--- src/rtl/ps2_key_decoder.sv ---
// PS/2 device-to-host receiver: input conditioning, 11-bit frame checking and
// scan-code prefix handling, producing a toggle-qualified 11-bit key event word.
module ps2_key_decoder #(
  parameter int FILTER_LEN = 8,
  parameter int TIMEOUT    = 24000
) (
  input  logic        clk_sys,
  input  logic        reset,
  input  logic        ps2_clk,
  input  logic        ps2_data,
  output logic [10:0] ps2_key,
  output logic        err_parity,
  output logic        err_frame
);

  localparam int FL_W = (FILTER_LEN > 1) ? $clog2(FILTER_LEN) : 1;
  localparam int TO_W = $clog2(TIMEOUT);

  localparam logic [1:0] S_IDLE   = 2'd0;
  localparam logic [1:0] S_DATA   = 2'd1;
  localparam logic [1:0] S_PARITY = 2'd2;
  localparam logic [1:0] S_STOP   = 2'd3;

  logic            clk_s1_q, clk_s2_q, dat_s1_q, dat_s2_q;
  logic            filt_q, filt_d;
  logic [FL_W-1:0] fcnt_q, fcnt_d;
  logic            fall;

  logic [1:0]      state_q, state_d;
  logic [2:0]      bcnt_q, bcnt_d;
  logic [TO_W-1:0] to_q, to_d;
  logic [7:0]      sh_q, sh_d;
  logic            par_q, par_d;
  logic            bvld_q, bvld_d;
  logic            errp_q, errp_d;
  logic            errf_q, errf_d;

  logic [10:0]     key_q, key_d;
  logic            ext_q, ext_d;
  logic            brk_q, brk_d;
  logic [2:0]      skip_q, skip_d;

  // Glitch filter: the synchronized clock must disagree with the filtered level
  // for FILTER_LEN consecutive samples before the filtered level follows it.
  always_comb begin
    filt_d = filt_q;
    fcnt_d = fcnt_q;
    fall   = 1'b0;
    if (clk_s2_q == filt_q) begin
      fcnt_d = '0;
    end else if (fcnt_q == FL_W'(FILTER_LEN - 1)) begin
      filt_d = clk_s2_q;
      fcnt_d = '0;
      fall   = filt_q;
    end else begin
      fcnt_d = fcnt_q + 1'b1;
    end
  end

  always_comb begin
    state_d = state_q;
    bcnt_d  = bcnt_q;
    to_d    = '0;
    sh_d    = sh_q;
    par_d   = par_q;
    bvld_d  = 1'b0;
    errp_d  = 1'b0;
    errf_d  = 1'b0;
    if (state_q != S_IDLE && !fall) begin
      if (to_q == TO_W'(TIMEOUT - 1)) begin
        state_d = S_IDLE;
        errf_d  = 1'b1;
      end else begin
        to_d = to_q + 1'b1;
      end
    end
    if (fall) begin
      case (state_q)
        S_IDLE: begin
          if (!dat_s2_q) begin
            state_d = S_DATA;
            bcnt_d  = '0;
          end else begin
            errf_d = 1'b1;
          end
        end
        S_DATA: begin
          sh_d   = {dat_s2_q, sh_q[7:1]};
          bcnt_d = bcnt_q + 1'b1;
          if (bcnt_q == 3'd7) state_d = S_PARITY;
        end
        S_PARITY: begin
          par_d   = dat_s2_q;
          state_d = S_STOP;
        end
        default: begin
          state_d = S_IDLE;
          if (!dat_s2_q)                errf_d = 1'b1;
          else if (!(^{sh_q, par_q}))   errp_d = 1'b1;
          else                          bvld_d = 1'b1;
        end
      endcase
    end
  end

  // Byte layer: sh_q still holds the accepted byte on the cycle after bvld_q is set.
  always_comb begin
    key_d  = key_q;
    ext_d  = ext_q;
    brk_d  = brk_q;
    skip_d = skip_q;
    if (bvld_q) begin
      if (skip_q != 3'd0) begin
        skip_d = skip_q - 1'b1;
        if (skip_q == 3'd1) begin
          key_d = {~key_q[10], 1'b1, 1'b1, 8'h77};
          ext_d = 1'b0;
          brk_d = 1'b0;
        end
      end else begin
        case (sh_q)
          8'hE0: ext_d  = 1'b1;
          8'hF0: brk_d  = 1'b1;
          8'hE1: skip_d = 3'd7;
          8'h00, 8'hAA, 8'hEE, 8'hFA, 8'hFC, 8'hFE, 8'hFF: begin
            ext_d = 1'b0;
            brk_d = 1'b0;
          end
          default: begin
            key_d = {~key_q[10], ~brk_q, ext_q, sh_q};
            ext_d = 1'b0;
            brk_d = 1'b0;
          end
        endcase
      end
    end
  end

  always_ff @(posedge clk_sys or posedge reset) begin
    if (reset) begin
      clk_s1_q <= 1'b1;
      clk_s2_q <= 1'b1;
      dat_s1_q <= 1'b1;
      dat_s2_q <= 1'b1;
      filt_q   <= 1'b1;
      fcnt_q   <= '0;
      state_q  <= S_IDLE;
      bcnt_q   <= '0;
      to_q     <= '0;
      bvld_q   <= 1'b0;
      errp_q   <= 1'b0;
      errf_q   <= 1'b0;
      key_q    <= '0;
      ext_q    <= 1'b0;
      brk_q    <= 1'b0;
      skip_q   <= '0;
    end else begin
      clk_s1_q <= ps2_clk;
      clk_s2_q <= clk_s1_q;
      dat_s1_q <= ps2_data;
      dat_s2_q <= dat_s1_q;
      filt_q   <= filt_d;
      fcnt_q   <= fcnt_d;
      state_q  <= state_d;
      bcnt_q   <= bcnt_d;
      to_q     <= to_d;
      bvld_q   <= bvld_d;
      errp_q   <= errp_d;
      errf_q   <= errf_d;
      key_q    <= key_d;
      ext_q    <= ext_d;
      brk_q    <= brk_d;
      skip_q   <= skip_d;
    end
  end

  always_ff @(posedge clk_sys) begin
    sh_q  <= sh_d;
    par_q <= par_d;
  end

  assign ps2_key    = key_q;
  assign err_parity = errp_q;
  assign err_frame  = errf_q;

endmodule

--- config.mk ---
export PLATFORM = sky130hd
export DESIGN_NAME = ps2_key_decoder
export DESIGN_NICKNAME = d
export VERILOG_FILES = /design/src/rtl/ps2_key_decoder.sv
export SDC_FILE = /design/constraint.sdc
export NUM_CORES = 1
export LEC_CHECK = 0
export ABC_AREA = 1
export CORE_MARGIN = 3
export CORE_UTILIZATION = 37
export DETAILED_ROUTE_END_ITERATION = 8
export SLEW_MARGIN = 20
export SYNTH_ARGS = -nofsm -noshare
export SYNTH_HDL_FRONTEND = slang
export SYNTH_SLANG_ARGS = --single-unit
--- constraint.sdc ---
create_clock -name clk_sys -period 1.5 [get_ports clk_sys]
set_input_delay 0.225 -clock clk_sys [delete_from_list [all_inputs] [get_ports clk_sys]]
set_output_delay 0.225 -clock clk_sys [all_outputs]
set_load 0.02 [all_outputs]
==> summary.txt, run 1 <==
PortBufs: 16
count of cell types in the netlist: 34
main combinational cell family by area after synthesis: simple AND/OR/NAND/NOR gates
Post-Synth XOR/XNOR Area: 0.0240
clk sinks: 56
share of cells above drive strength 1: 0.438
All-Layer GR Usage: 0.144
Critical Path Source Type: flop
Post-synth EDFFs: 9
Chip Width: 94.9 um
DRT Pass-1 Iters: 4
DR WL/cell: 11.8 um
power density over cell area: 625 nW/um2
post-DP HPWL: 4.14 mm
largest net degree at the start of global routing: 48
CP Max Fanout: 4
slack of the critical path: -0.0499 ns
# IOs: 17
diode count: 0
multiplexer area fraction after synthesis: 0.00385
RD Place Congestion: 0.858
count of nets after finishing: 437
clock-pin slew on the worst setup and hold paths: 0.10 ns
Async SR Flop Fraction: 0.839
endpoints failing setup: 17
Worst Hold Class: primary input to asynchronous set/reset pin
critical setup path kind: flop to flop
peak supply drop: 0.000448 V
ANT nets after route: 0
first-pass GRT wire length: 10.5 mm
CP Capture Type: flop
Final period util: 1.03
f_max: 0.645 GHz
hold_buf cts: 0
total power: 0.00259 W
Leak: 1.96 nW
Slew headroom: 0.812
post-synthesis adder-cell area fraction: 0.0514
core footprint: 7450 um2
Seq/Total Area, Yosys: 0.497
Syn Std Cell Area: 2920 um2
main flop type after synthesis: dfrtp_1
drt via density: 4.65
unrepaired setup endpoints after global routing: true
DR vias: 2,422
Max Cap Viol: 0
initial DRC count: 106
initial antenna violation count: 0
Layout area overhead: 41.8%
GRT overflow: 0
H-Tree Level Count: 2
CTS tree: built
Starting Density: 0.392
Worst-Skew Late Latency: 0.30 ns
CTS Buffer Depth: 2
Rows: 31
Worst Tran Pin Value: 0.280 ns
synthesized area per cell: 8.62 um2
Hold Vio Cnt, Final: 0
die span in y: 94.9 um
CTS buffer count: 5
Synthesized Nets: 355
Critical Path AT: 1.78 ns
Die Footprint: 9000 um2
Ys Warns: 0
simple-gate share of the synthesized area: 0.298
status: finished with violations
Tmin final: 1.55 ns
Place WS: -0.0954 ns
DR DRC count: 0
Final Max Tran Viols: 0
FF+latch count, synth: 56
post-synthesis compound-gate area fraction: 0.0578
Worst Skew: 0.00807 ns
Detailed Route WL: 6.14 mm
root buf cell: clkbuf_8
vias in the first global route: 2,429
Req. time, crit path: 1.74 ns
Gate Count Post-Synth: 339
failing checks: setup timing
-- registers in the layout (all words and copies together) (netlist names), 2 cells and up --
register / flops
ps2_key: 11
fcnt_q: 3
bcnt_q: 3
skip_q: 3
state_q: 2
sh_q: 8
to_q: 15
-- cell type report --
type	instances	area, um2
clock buffer	7	76.3
tap	99	124
fill	694	3300
sequential	56	1450
inverter	46	180
clock inverter	1	3.75
multi-input combinational	234	1640
timing repair buffer	78	671
-- critical path, stage by stage, from the launching register on --
cell and delay [ns]:
dfrtp_1 0.42, ha_4 0.18, nand3_4 0.10, nor2_1 0.05, buf_4 0.15, a21oi_4 0.22, buf_4 0.14, buf_4 0.10
nand2_1 0.04, nor2_1 0.07
-- layer usage --
layer  track usage  routed length [um]  up-vias
li1              -                   -     1235
met1         0.193                2890     1143
met2         0.241                2990       39
met3        0.0279                 194        5
met4        0.0349                  58        0
met5             0                   0        -
-- worst paths after layout --
check / endpoint / start / cells after the start / slack (ns)
min in group clk_sys: clk_s1_q / ps2_clk / 1 / 0.32
max reg2reg: to_q[12] / to_q[1] / 9 / -0.05
min: bcnt_q[2] / reset / 3 / 0.26
min reg2reg: dat_s2_q / dat_s1_q / 0 / 0.36
max: to_q[12] / to_q[1] / 9 / -0.05
max in group asynchronous: clk_s2_q / reset / 3 / 0.96
-- power breakdown --
group	switching [W]	total (W)	internal, W	leakage [nW]
sequential	0.0000387	0.00164	0.00160	0.718
combinational	0.0000857	0.000160	0.0000746	1.20
clock	0.000462	0.000789	0.000327	0.0399
-- timing repair --
item                                    4_1_cts  5_1_grt
cloned                                        0        0
buffers inserted                             13        4
pin swaps                                    15       26
endpoints found under the setup margin       45       44
resized for setup                            40       78
-- Yosys cell counts, drive strengths merged, types with 5 or more instances --
library cell  number  area, um2
nand2             96        408
nor2              48        208
inv               46        173
dfrtp             42       1050
nand3             27        160
ha                12        150
o21ai             12       60.1
a21oi             11       66.3
edfxtp             9        270
nor3               6       40.0
xnor2              6       52.6
dfstp              5        131
-- placed cells by master (no fill, tap or decap), drive strengths merged, types with 5 or more instances in the layout --
cell type / Yosys / layout
nor2: 48 / 48
nand2: 96 / 96
buf: 2 / 62
dfstp: 5 / 5
dfrtp: 42 / 42
o21ai: 12 / 12
nor3: 6 / 6
edfxtp: 9 / 9
dlygate4sd2: 0 / 12
ha: 12 / 12
a21oi: 11 / 11
nand3: 27 / 27
xnor2: 6 / 6
clkbuf: 1 / 7
inv: 46 / 46
-- metrics by stage --
stage,TNS (ns),cell area (um2),std cells,hold WS (ns),util
6_report,-0.444,4140,521,0.261,0.556
5_1_grt,-3.00,4140,521,0.272,0.556
4_1_cts,-0.0652,3830,517,0.266,0.514
3_5_place_dp,-0.849,3540,496,0.347,0.475
3_3_place_gp,-0.287,3540,496,0.346,0.475
2_1_floorplan,-0.485,2930,339,0.229,-
-- kinds of logic after synthesis --
| group | Yosys count |
|---|---|
| and+or+nand+nor | 185 |
| AOI/OAI and AO/OA | 28 |
| buffers and inverters | 49 |
| DFF | 56 |
| muxes | 1 |
| adders and majority gates | 12 |
| xor gates and xnor gates | 8 |
No activity file was read; power rests on OpenSTA's default activity.
==> run 2: changes to the inputs <==
--- a/config.mk
+++ b/config.mk
@@ -9,6 +9,7 @@
 export CORE_MARGIN = 3
 export CORE_UTILIZATION = 37
 export DETAILED_ROUTE_END_ITERATION = 8
+export REMOVE_ABC_BUFFERS = 1
 export SLEW_MARGIN = 20
 export SYNTH_ARGS = -nofsm -noshare
 export SYNTH_HDL_FRONTEND = slang
==> run 2 against run 1 <==
Compared with the run above: the run still ends with setup timing left; wire length rose by 2.0%; global-route usage fell by 0.99 points; final area up 1.4%; core utilization rose by 0.79 points; count of clock-buffer cells in the layout fell by 2; total power is 7.9% higher; largest cell class unchanged; first-iteration DRC count is 16% lower; final cell count fell by 0.77%; clock power is 25% higher; worst hold slack better by 0.0028 ns; largest power group unchanged.
==> summary.txt, run 2 (synthesis results as in run 1) <==
share of cells above drive strength 1: 0.423 (was 0.438)
count of nets after finishing: 433 (was 437)
first-pass GRT wire length: 9.69 mm (was 10.5 mm)
Final period util: 1.05 (was 1.03)
Largest Register: to_q (unchanged)
Crit-path slowest cell: dfrtp_1 (unchanged)
most frequent cells in the layout: nand2_1 (64), dfrtp_1 (42), buf_4 (40), nor2_1 (33), inv_1 (31) (was nand2_1 (64), buf_4 (49), dfrtp_1 (42))
DRT Pass-1 Iters: 4 (unchanged)
slack of the critical path: -0.0769 ns (was -0.0499 ns)
largest net degree at the start of global routing: 48 (unchanged)
hold_buf cts: 0 (unchanged)
setup total negative slack: -0.368 ns (was -0.444 ns)
CP Capture Type: flop (unchanged)
max incr delay on CP: 0.45 ns (was 0.42 ns)
H-Tree Level Count: 2 (unchanged)
clock-pin slew on the worst setup and hold paths: 0.10 ns (about the same)
CTS Buffer Depth: 2 (unchanged)
drt via density: 4.64 (was 4.65)
DR vias: 2,400 (was 2,422)
CTS tree: built (unchanged)
Cells after DPL: 487 (was 496)
RD Place Congestion: 0.839 (was 0.858)
Tmin final: 1.58 ns (was 1.55 ns)
Layout area overhead: 43.8% (was 41.8%)
CP Max Fanout: 4 (unchanged)
Hold Vio Cnt, Final: 0 (unchanged)
core footprint: 7450 um2 (unchanged)
unrepaired setup endpoints after global routing: true (unchanged)
met3 wire length: 157 um (was 194 um)
Leak: 2.00 nW (was 1.96 nW)
Met1 Routed Length: 2.65 mm (was 2.89 mm)
initial antenna violation count: 0 (unchanged)
endpoints failing setup: 14 (was 17)
Place WS: -0.166 ns (was -0.0954 ns)
R2R depth: 8 (was 9)
max FFs per register: 15 (unchanged)
# IOs: 17 (unchanged)
highest routed layer: met4 (unchanged)
post-DP HPWL: 3.92 mm (was 4.14 mm)
vias in the first global route: 2,288 (was 2,429)
FF-to-FF Start: to_q[1] (unchanged)
clk sinks: 56 (unchanged)
Worst Tran Pin Value: 0.295 ns (was 0.280 ns)
Critical Path AT: 1.78 ns (about the same)
Chip Width: 94.9 um (unchanged)
cell chain of the critical path: ha_4 -> nand3_4 -> nor2_2 -> nand3_4 -> nand2_2 -> nor2_1 -> o21ai_1 -> o21ai_1 (was ha_4 -> nand3_4 -> nor2_1 -> buf_4 -> a21oi_4 -> buf_4 -> buf_4 -> nand2_1 -> nor2_1)
Slew headroom: 0.802 (was 0.812)
Worst Skew: 0.00813 ns (was 0.00807 ns)
Max Cap Viol: 0 (unchanged)
failing checks: setup timing (unchanged)
f_max: 0.634 GHz (was 0.645 GHz)
non-filler cells, final: 517 (was 521)
Worst-Skew Late Latency: 0.31 ns (was 0.30 ns)
leading cell type in the layout, fill and taps excluded: nand2_1 (unchanged)
peak supply drop: 0.000517 V (was 0.000448 V)
Req. time, crit path: 1.70 ns (was 1.74 ns)
All-Layer GR Usage: 0.135 (was 0.144)
Core Util, Final: 0.564 (was 0.556)
Detailed Route WL: 6.26 mm (was 6.14 mm)
Rows: 31 (unchanged)
DR WL/cell: 12.1 um (was 11.8 um)
reg2reg setup slack: -0.08 ns (was -0.05 ns)
fill count: 665 (was 694)
Reg-to-Reg End: state_q[0] (was to_q[12])
die span in y: 94.9 um (unchanged)
Critical Path Source Type: flop (unchanged)
Starting Density: 0.392 (unchanged)
status: finished with violations (unchanged)
Die Footprint: 9000 um2 (unchanged)
initial DRC count: 89 (was 106)
Final Max Tran Viols: 0 (unchanged)
CTS buffer count: 5 (unchanged)
critical setup path kind: flop to flop (unchanged)
ANT nets after route: 0 (unchanged)
root buf cell: clkbuf_8 (unchanged)
diode count: 0 (unchanged)
PortBufs: 16 (unchanged)
DR DRC count: 0 (unchanged)
Worst Hold Class: primary input to asynchronous set/reset pin (unchanged)
GRT overflow: 0 (unchanged)
power density over cell area: 665 nW/um2 (was 625 nW/um2)
met2 wire length: 3.40 mm (was 2.99 mm)
-- run 2: cell count changes in the layout (fill, tap and decap cells not counted), sizes merged --
| cell | change |
|---|---|
| dlymetal6s2s | +1 |
| clkbuf | -2 |
| clkinvlp | +1 |
| buf | -4 |
| bufinv | +1 |
| dlygate4sd2 | -1 |
-- run 2: worst max path at each step --
stage          startpoint           to  slack (ns)  cells past startpoint
6_report          to_q[1]   state_q[0]       -0.08                      8
5_1_grt           to_q[1]   state_q[0]       -0.15                      8
4_1_cts           to_q[1]     to_q[14]       -0.06                     11
3_5_place_dp    fcnt_q[0]   state_q[0]       -0.17                     10
3_3_place_gp    fcnt_q[0]   state_q[0]       -0.12                     10
2_1_floorplan   skip_q[0]  ps2_key[10]       -0.24                      7
-- run 2: layer usage --
layer | vias up | track usage
met2 | 28 | 0.247
met3 | 5 | 0.0311
met5 | - | 0
li1 | 1231 | -
met4 | 0 | 0.0373
met1 | 1136 | 0.156
-- run 2: area by class of cell --
class                      count  area (um2)  share of cell area
clock buffer                   5        68.8              0.0164
clock inverter                 3        42.5              0.0101
inverter                      46         175              0.0417
multi-input combinational    234        1680               0.399
sequential                    56        1450               0.346
tap                           99         124              0.0295
timing repair buffer          74         663               0.158
-- run 2: power by group --
group,switching (W),internal [W]
Sequential,0.0000403,0.00160
Clock,0.000494,0.000495
Combinational,0.0000882,0.0000747
-- run 2: critical path: cells and delay by family, from the launching register on --
kind / cells / cell delay [ns]
adders and majority gates: 1 / 0.18
and+or+nand+nor: 5 / 0.64
DFF: 1 / 0.45
AOI/OAI and AO/OA: 2 / 0.19
-- run 2: stage by stage --
| step | total power, W | hold WS [ns] | instance area (um2) |
|---|---|---|---|
| after global routing | 0.00294 | 0.268 | 4200 |
| after CTS | 0.00283 | 0.270 | 3730 |
| after global placement | 0.00180 | 0.347 | 3460 |
| after detailed placement | 0.00181 | 0.349 | 3460 |
| after floorplan | 0.00176 | 0.229 | 2900 |
| final | 0.00279 | 0.264 | 4200 |
-- run 2: timing repair --
| action | 4_1_cts | 5_1_grt |
|---|---|---|
| gates resized for setup | 35 | 90 |
| endpoints found under the setup margin | 46 | 42 |
| pin swaps | 9 | 27 |
| setup buffers | 10 | 13 |
